`config.mk`:
```
export PLATFORM = sky130hd
export DESIGN_NAME = maxnet_convergence_monitor
export DESIGN_NICKNAME = d
export VERILOG_FILES = /design/src/rtl/maxnet_pkg.sv /design/src/rtl/maxnet_convergence_monitor_positive_scan.sv /design/src/rtl/maxnet_convergence_monitor.sv
export SDC_FILE = /design/constraint.sdc
export NUM_CORES = 1
export LEC_CHECK = 0
export CAP_MARGIN = 30
export CORE_UTILIZATION = 50
export DETAILED_ROUTE_END_ITERATION = 10
export HOLD_SLACK_MARGIN = 0.05
export PLACE_DENSITY = 0.93
export RECOVER_POWER = 25
export SLEW_MARGIN = 0
export SYNTH_ARGS = -nofsm -noshare
export SYNTH_HDL_FRONTEND = slang
export SYNTH_SLANG_ARGS = --single-unit
export TNS_END_PERCENT = 50
```
`constraint.sdc`:
```
create_clock -name clk -period 8.7 [get_ports clk]
set_input_delay 0.87 -clock clk [delete_from_list [all_inputs] [get_ports clk]]
set_output_delay 0.87 -clock clk [all_outputs]
set_load 0.03 [all_outputs]
```
`src/rtl/maxnet_pkg.sv`:
```
// Shared definitions for the MAXNET convergence monitor: default sizing,
// state encoding and the lane slicing helper.
package maxnet_pkg;

  localparam int DEF_N        = 4;
  localparam int DEF_DW       = 8;
  localparam int DEF_MAX_ITER = 255;
  localparam int DEF_IW       = $clog2(DEF_MAX_ITER + 1);
  localparam int DEF_IDXW     = $clog2(DEF_N);

  typedef enum logic [1:0] {
    IDLE   = 2'd0,
    RUN    = 2'd1,
    REPORT = 2'd2
  } state_e;

  // Low bit of lane i in a flat vector of dw-bit lanes.
  function automatic int lane_lo(input int i, input int dw);
    return i * dw;
  endfunction

endpackage

```
`src/rtl/maxnet_convergence_monitor_positive_scan.sv`:
```
// Combinational scan of the activation vector: counts strictly positive
// lanes and reports the lowest-index positive lane.
module positive_scan
  import maxnet_pkg::*;
#(
  parameter int N    = DEF_N,
  parameter int DW   = DEF_DW,
  localparam int CW   = $clog2(N + 1),
  localparam int IDXW = $clog2(N)
) (
  input  logic [N*DW-1:0] vec,
  output logic [CW-1:0]   pos_cnt,
  output logic [IDXW-1:0] first_idx
);

  // Positive means sign bit clear and not zero.
  always_comb begin
    logic [DW-1:0] lane;
    logic          found;
    pos_cnt   = '0;
    first_idx = '0;
    found     = 1'b0;
    lane      = '0;
    for (int i = 0; i < N; i++) begin
      lane = vec[lane_lo(i, DW) +: DW];
      if (!lane[DW-1] && (|lane)) begin
        pos_cnt = pos_cnt + CW'(1);
        if (!found) begin
          first_idx = IDXW'(i);
          found     = 1'b1;
        end
      end
    end
  end

endmodule

```
`src/rtl/maxnet_convergence_monitor.sv`:
```
// Responder to the neuron-array sequencer: holds the x feedback vector,
// captures activations, counts iterations, raises done on convergence or
// iteration limit, and hands the winner out over a valid/ready port.
module maxnet_convergence_monitor
  import maxnet_pkg::*;
#(
  parameter int N        = DEF_N,
  parameter int DW       = DEF_DW,
  parameter int MAX_ITER = DEF_MAX_ITER,
  localparam int IW   = $clog2(MAX_ITER + 1),
  localparam int IDXW = $clog2(N)
) (
  input  logic            clk,
  input  logic            rst,
  input  logic            init_mux,
  input  logic            en_a,
  input  logic            en_x,
  input  logic [N*DW-1:0] x_init,
  input  logic [N*DW-1:0] act_in,
  output logic [N*DW-1:0] x_out,
  output logic            done,
  output logic [IW-1:0]   iter_count,
  output logic            res_valid,
  input  logic            res_ready,
  output logic [IDXW-1:0] winner_idx,
  output logic [DW-1:0]   winner_val,
  output logic            winner_none,
  output logic            timeout
);

  localparam int CW = $clog2(N + 1);

  state_e            state_q, state_d;
  logic [N*DW-1:0]   x_q, x_d, a_q, a_d;
  logic              a_valid_q, a_valid_d;
  logic [IW-1:0]     iter_q, iter_d;
  logic              res_valid_q, res_valid_d;
  logic [IDXW-1:0]   win_idx_q, win_idx_d;
  logic [DW-1:0]     win_val_q, win_val_d;
  logic              win_none_q, win_none_d;
  logic              timeout_q, timeout_d;

  logic [CW-1:0]     pos_cnt;
  logic [IDXW-1:0]   first_idx;
  logic              at_limit;

  positive_scan #(.N(N), .DW(DW)) u_scan (
    .vec       (a_q),
    .pos_cnt   (pos_cnt),
    .first_idx (first_idx)
  );

  // The write about to happen would be the MAX_ITER-th one.
  assign at_limit = ({1'b0, iter_q} + (IW+1)'(1)) >= (IW+1)'(MAX_ITER);
  assign done     = (state_q == RUN) && a_valid_q && ((pos_cnt <= CW'(1)) || at_limit);

  // Next-state and datapath updates; init_mux overrides everything else.
  always_comb begin
    state_d     = state_q;
    x_d         = x_q;
    a_d         = a_q;
    a_valid_d   = a_valid_q;
    iter_d      = iter_q;
    res_valid_d = res_valid_q;
    win_idx_d   = win_idx_q;
    win_val_d   = win_val_q;
    win_none_d  = win_none_q;
    timeout_d   = timeout_q;
    if (init_mux) begin
      state_d     = RUN;
      x_d         = x_init;
      iter_d      = '0;
      a_valid_d   = 1'b0;
      res_valid_d = 1'b0;
      win_idx_d   = '0;
      win_val_d   = '0;
      win_none_d  = 1'b0;
      timeout_d   = 1'b0;
    end else begin
      case (state_q)
        RUN: begin
          if (en_a) begin
            a_d       = act_in;
            a_valid_d = 1'b1;
          end
          if (en_x && a_valid_q) begin
            x_d = a_q;
            if (iter_q != IW'(MAX_ITER)) iter_d = iter_q + IW'(1);
            if (done) begin
              state_d     = REPORT;
              res_valid_d = 1'b1;
              win_idx_d   = first_idx;
              win_val_d   = (pos_cnt == '0) ? '0 : a_q[lane_lo(int'(first_idx), DW) +: DW];
              win_none_d  = (pos_cnt == '0);
              timeout_d   = (pos_cnt > CW'(1));
            end
          end
        end
        REPORT: begin
          if (res_valid_q && res_ready) begin
            res_valid_d = 1'b0;
            state_d     = IDLE;
          end
        end
        IDLE:    ;
        default: state_d = IDLE;
      endcase
    end
  end

  // State and datapath registers with asynchronous reset.
  always_ff @(posedge clk or posedge rst) begin
    if (rst) begin
      state_q     <= IDLE;
      x_q         <= '0;
      a_q         <= '0;
      a_valid_q   <= 1'b0;
      iter_q      <= '0;
      res_valid_q <= 1'b0;
      win_idx_q   <= '0;
      win_val_q   <= '0;
      win_none_q  <= 1'b0;
      timeout_q   <= 1'b0;
    end else begin
      state_q     <= state_d;
      x_q         <= x_d;
      a_q         <= a_d;
      a_valid_q   <= a_valid_d;
      iter_q      <= iter_d;
      res_valid_q <= res_valid_d;
      win_idx_q   <= win_idx_d;
      win_val_q   <= win_val_d;
      win_none_q  <= win_none_d;
      timeout_q   <= timeout_d;
    end
  end

  assign x_out       = x_q;
  assign iter_count  = iter_q;
  assign res_valid   = res_valid_q;
  assign winner_idx  = win_idx_q;
  assign winner_val  = win_val_q;
  assign winner_none = win_none_q;
  assign timeout     = timeout_q;

endmodule

```
==> impl_metrics.ini <==
[place]
dp_hpwl_mm = 8.153
buffer_ports.inserted = 123
placed_cells_incl_taps = 575
placed_area_sq_um = 5547
dpl_worst_slack_ns = 4.882
gpl_wtd_cong = 0.8885

[synthesis]
syn_avg_cell_area_sq_um = 11.64
yosysUniqueCellTypes = 41
postSynth.topFlopCell = sky130_fd_sc_hd__dfrtp_1
synth_cells = 363
synth-seq-area-share_pct = 52.10
flip_flop_and_latch_count_after_synthesis = 88
syn_nets = 440
asr_flop_ratio_synth_pct = 100.0
yosys.cell_count.top_type = sky130_fd_sc_hd__dfrtp_1
netlist_area_sq_um = 4227
yosysTopAreaCellShare_pct = 52.10
ys_top_cells_by_area = sky130_fd_sc_hd__dfrtp_1, sky130_fd_sc_hd__mux2_2, sky130_fd_sc_hd__mux2i_1
total_of_warnings_raised_by_yosys = 0
synth_top_cell_by_area = sky130_fd_sc_hd__dfrtp_1
edff_count_synth = 0
synth_common_cells = sky130_fd_sc_hd__dfrtp_1, sky130_fd_sc_hd__nand2_1, sky130_fd_sc_hd__mux2i_1, sky130_fd_sc_hd__o21ai_0, sky130_fd_sc_hd__mux2_2

[clock_tree]
htree_num_levels = 3
clk_path_buf_depth = 2
clkSlewWorstSetupHoldPaths_ns = 0.08
holdBufCountCts = 0
post_cts_resize_count = 0
cts_made_buffers = 9
cts.sinks = 88
postCtsSetupBuffers = 0
clock_tree.root_cell = sky130_fd_sc_hd__clkbuf_8
tritoncts = yes
clock_latency_of_the_later_clocked_register_in_the_worst_skew_pair_ns = 0.36

[floorplan]
starting_density_pct = 51.44
die_w_um = 93.94
die_area_sq_um = 8825
die_h_um = 93.94
placementRows = 33
design.core.area_sq_um = 8217
ioPinCount = 124

[global_route]
grt_max_degree = 80
grt_pass1_wl_mm = 17.92
global_route.usage.total_pct = 27.15
overflow = 0
first_global_vias = 3495
antenna_found_initial = 0

[sta]
fin_worst_hold_slack_ns = 0.5238
period_minus_slack_ns = 5.270
post-route-period-util_pct = 60.58
slew_headroom_pct = -125.5
setup_total_neg_slack_ns = 0
slew_viol_final = 65
setup_viol = 0
max_slew.worst_pin.slew_ns = 3.383
rsz0062_at_grt = false
timing.final.ws_setup_ns = 3.430
finalHoldViolations = 0
fin_worst_skew_ns = 0.01316
achievable-frequency_ghz = 0.1897

[setup_path]
critical_path.max_stage_delay_ns = 2.45
worst_r2r_startpoint = a_q[3]$_DFFE_PP0P_
worstPathArrival_ns = 4.97
ff2ff_setup_slack_ns = 5.57
critical_path_peak_fanout = 64
rr_worst_depth = 13
required_ns = 8.40
setup.worst_path.end_class = async pin
r2r-end = winner_val[1]$_DFFE_PP0P_
critical-path-top-cell-by-count = sky130_fd_sc_hd__clkbuf_1
startpoint_type = input pin
worst_setup_path_type = in2async
crit_chain = dlygate4sd3_1, clkinvlp_2, clkbuf_1, clkbuf_1
slowest_cell_on_the_critical_path = sky130_fd_sc_hd__clkbuf_1

[routing]
drt_wl_total_mm = 11.12
detail_route.iter0.violations = 227
drt_pass1_iterations = 7
wl_per_cell_um = 18.88
antenna_violating_nets_post_route = 0
avgViaCountPerCell = 5.715
detailroute.via_count = 3366
route.detailed.drc = 0

[run_status]
result_of_the_run = complete, but fails checks
violated_checks = max-capacitance violations, max-slew violations

[layout]
area_growth_pct = 34.70
utilization_pct = 69.29
diodes = 0
fillers = 588
postLayoutCellArea_sq_um = 5693
share_of_cells_above_drive_strength_1_pct = 14.46
final_cell_count_no_fill = 589
layout.area.seq_sq_um = 2202
area_used_by_multi_input_combinational_logic_sq_um = 1891
design.final.nets = 558

[power]
power-per-cell-area_nw_per_um2 = 284.2
total_power_draw_mw = 1.618
power_leakage_nw = 2.529
ir_worst_vdd_mv = 0.1415

[min_path]
timing.hold.worst.start = winner_val[7]$_DFFE_PP0P_
hold-path-cell-count = 1
worstHoldEndpoint = winner_val[7]$_DFFE_PP0P_
hold_class = reg2reg

[flow_run]
max_cap_viol_count = 1
==> report_power, final <==
part,internal (mW),switching (mW),total (mW)
Clock,0.128,0.139,0.267
Combinational,0.343,0.350,0.693
Sequential,0.525,0.133,0.658
Total,0.996,0.622,1.62
==> cell type report <==
cell class              instances  share of cell area, %
multi-input cells             244                  33.21
clock inverters                 5                 0.8791
inverters                      10                 0.6813
clock buffers                   9                  2.176
repair buffers                128                  22.07
well taps                     105                  2.308
flip-flops and latches         88                  38.68
==> routing by layer <==
metal  vias up  wire length, um  part of all wire (%)  track usage, %
li1       1526                -                     -               -
met1      1664             4596                    41           34.38
met2       149             5534                    50           45.44
met3        27              641                   5.8           4.531
met4         0              350                   3.1           12.69
met5         -                0                     0               0
==> sequential cells by signal (all words and copies together) (netlist names) <==
name and count:
a_q 32, a_valid_q 1, iter_count 8, res_valid 1
state_q 2, timeout 1, winner_idx 2, winner_none 1
winner_val 8, x_out 32
==> worst max-delay path by stage <==
stage                                    from                    end  slack [ns]  depth (start not counted)
final                                     rst  x_out[23]$_DFFE_PP0P_        3.43                          4
after global routing                      rst  x_out[30]$_DFFE_PP0P_        2.52                          4
after CTS                  a_q[3]$_DFFE_PP0P_                   done        4.49                         12
after detailed placement   a_q[3]$_DFFE_PP0P_                   done        4.88                         12
after global placement     a_q[3]$_DFFE_PP0P_                   done        5.05                         12
after floorplan           a_q[11]$_DFFE_PP0P_                   done        5.49                          8
==> critical path, delay by kind of cell <==
family   cells  cell delay (ns)
buf+inv      4             4.05
==> layout by cell type, fill, tap and decap left out, drive strengths merged, types with 2 or more instances in the layout <==
master	instances
a21o	2
o21a	2
nor4	4
inv	9
xor2	5
nand4	3
clkbuf	11
mux2i	35
xnor2	5
nor3	6
nand2	45
clkdlybuf4s50	121
clkinv	4
a22o	8
mux4	8
o21ai	35
a21oi	9
nand2b	2
a31oi	4
nor2b	2
mux2	33
buf	4
nor2	15
dfrtp	88
nand3	3
ha	7
==> kinds of logic after synthesis <==
| group | count (synthesis) | synth area share (%) |
|---|---|---|
| XOR/XNOR | 10 | 2.072 |
| AND/OR/NAND/NOR | 86 | 9.562 |
| AO/OA/AOI/OAI | 65 | 9.562 |
| adder cells (fa/ha/maj) | 7 | 2.072 |
| buffers and inverters | 31 | 3.286 |
| multiplexers | 76 | 21.34 |
| flip-flops | 88 | 52.10 |
(Power assumes the default switching activity.)
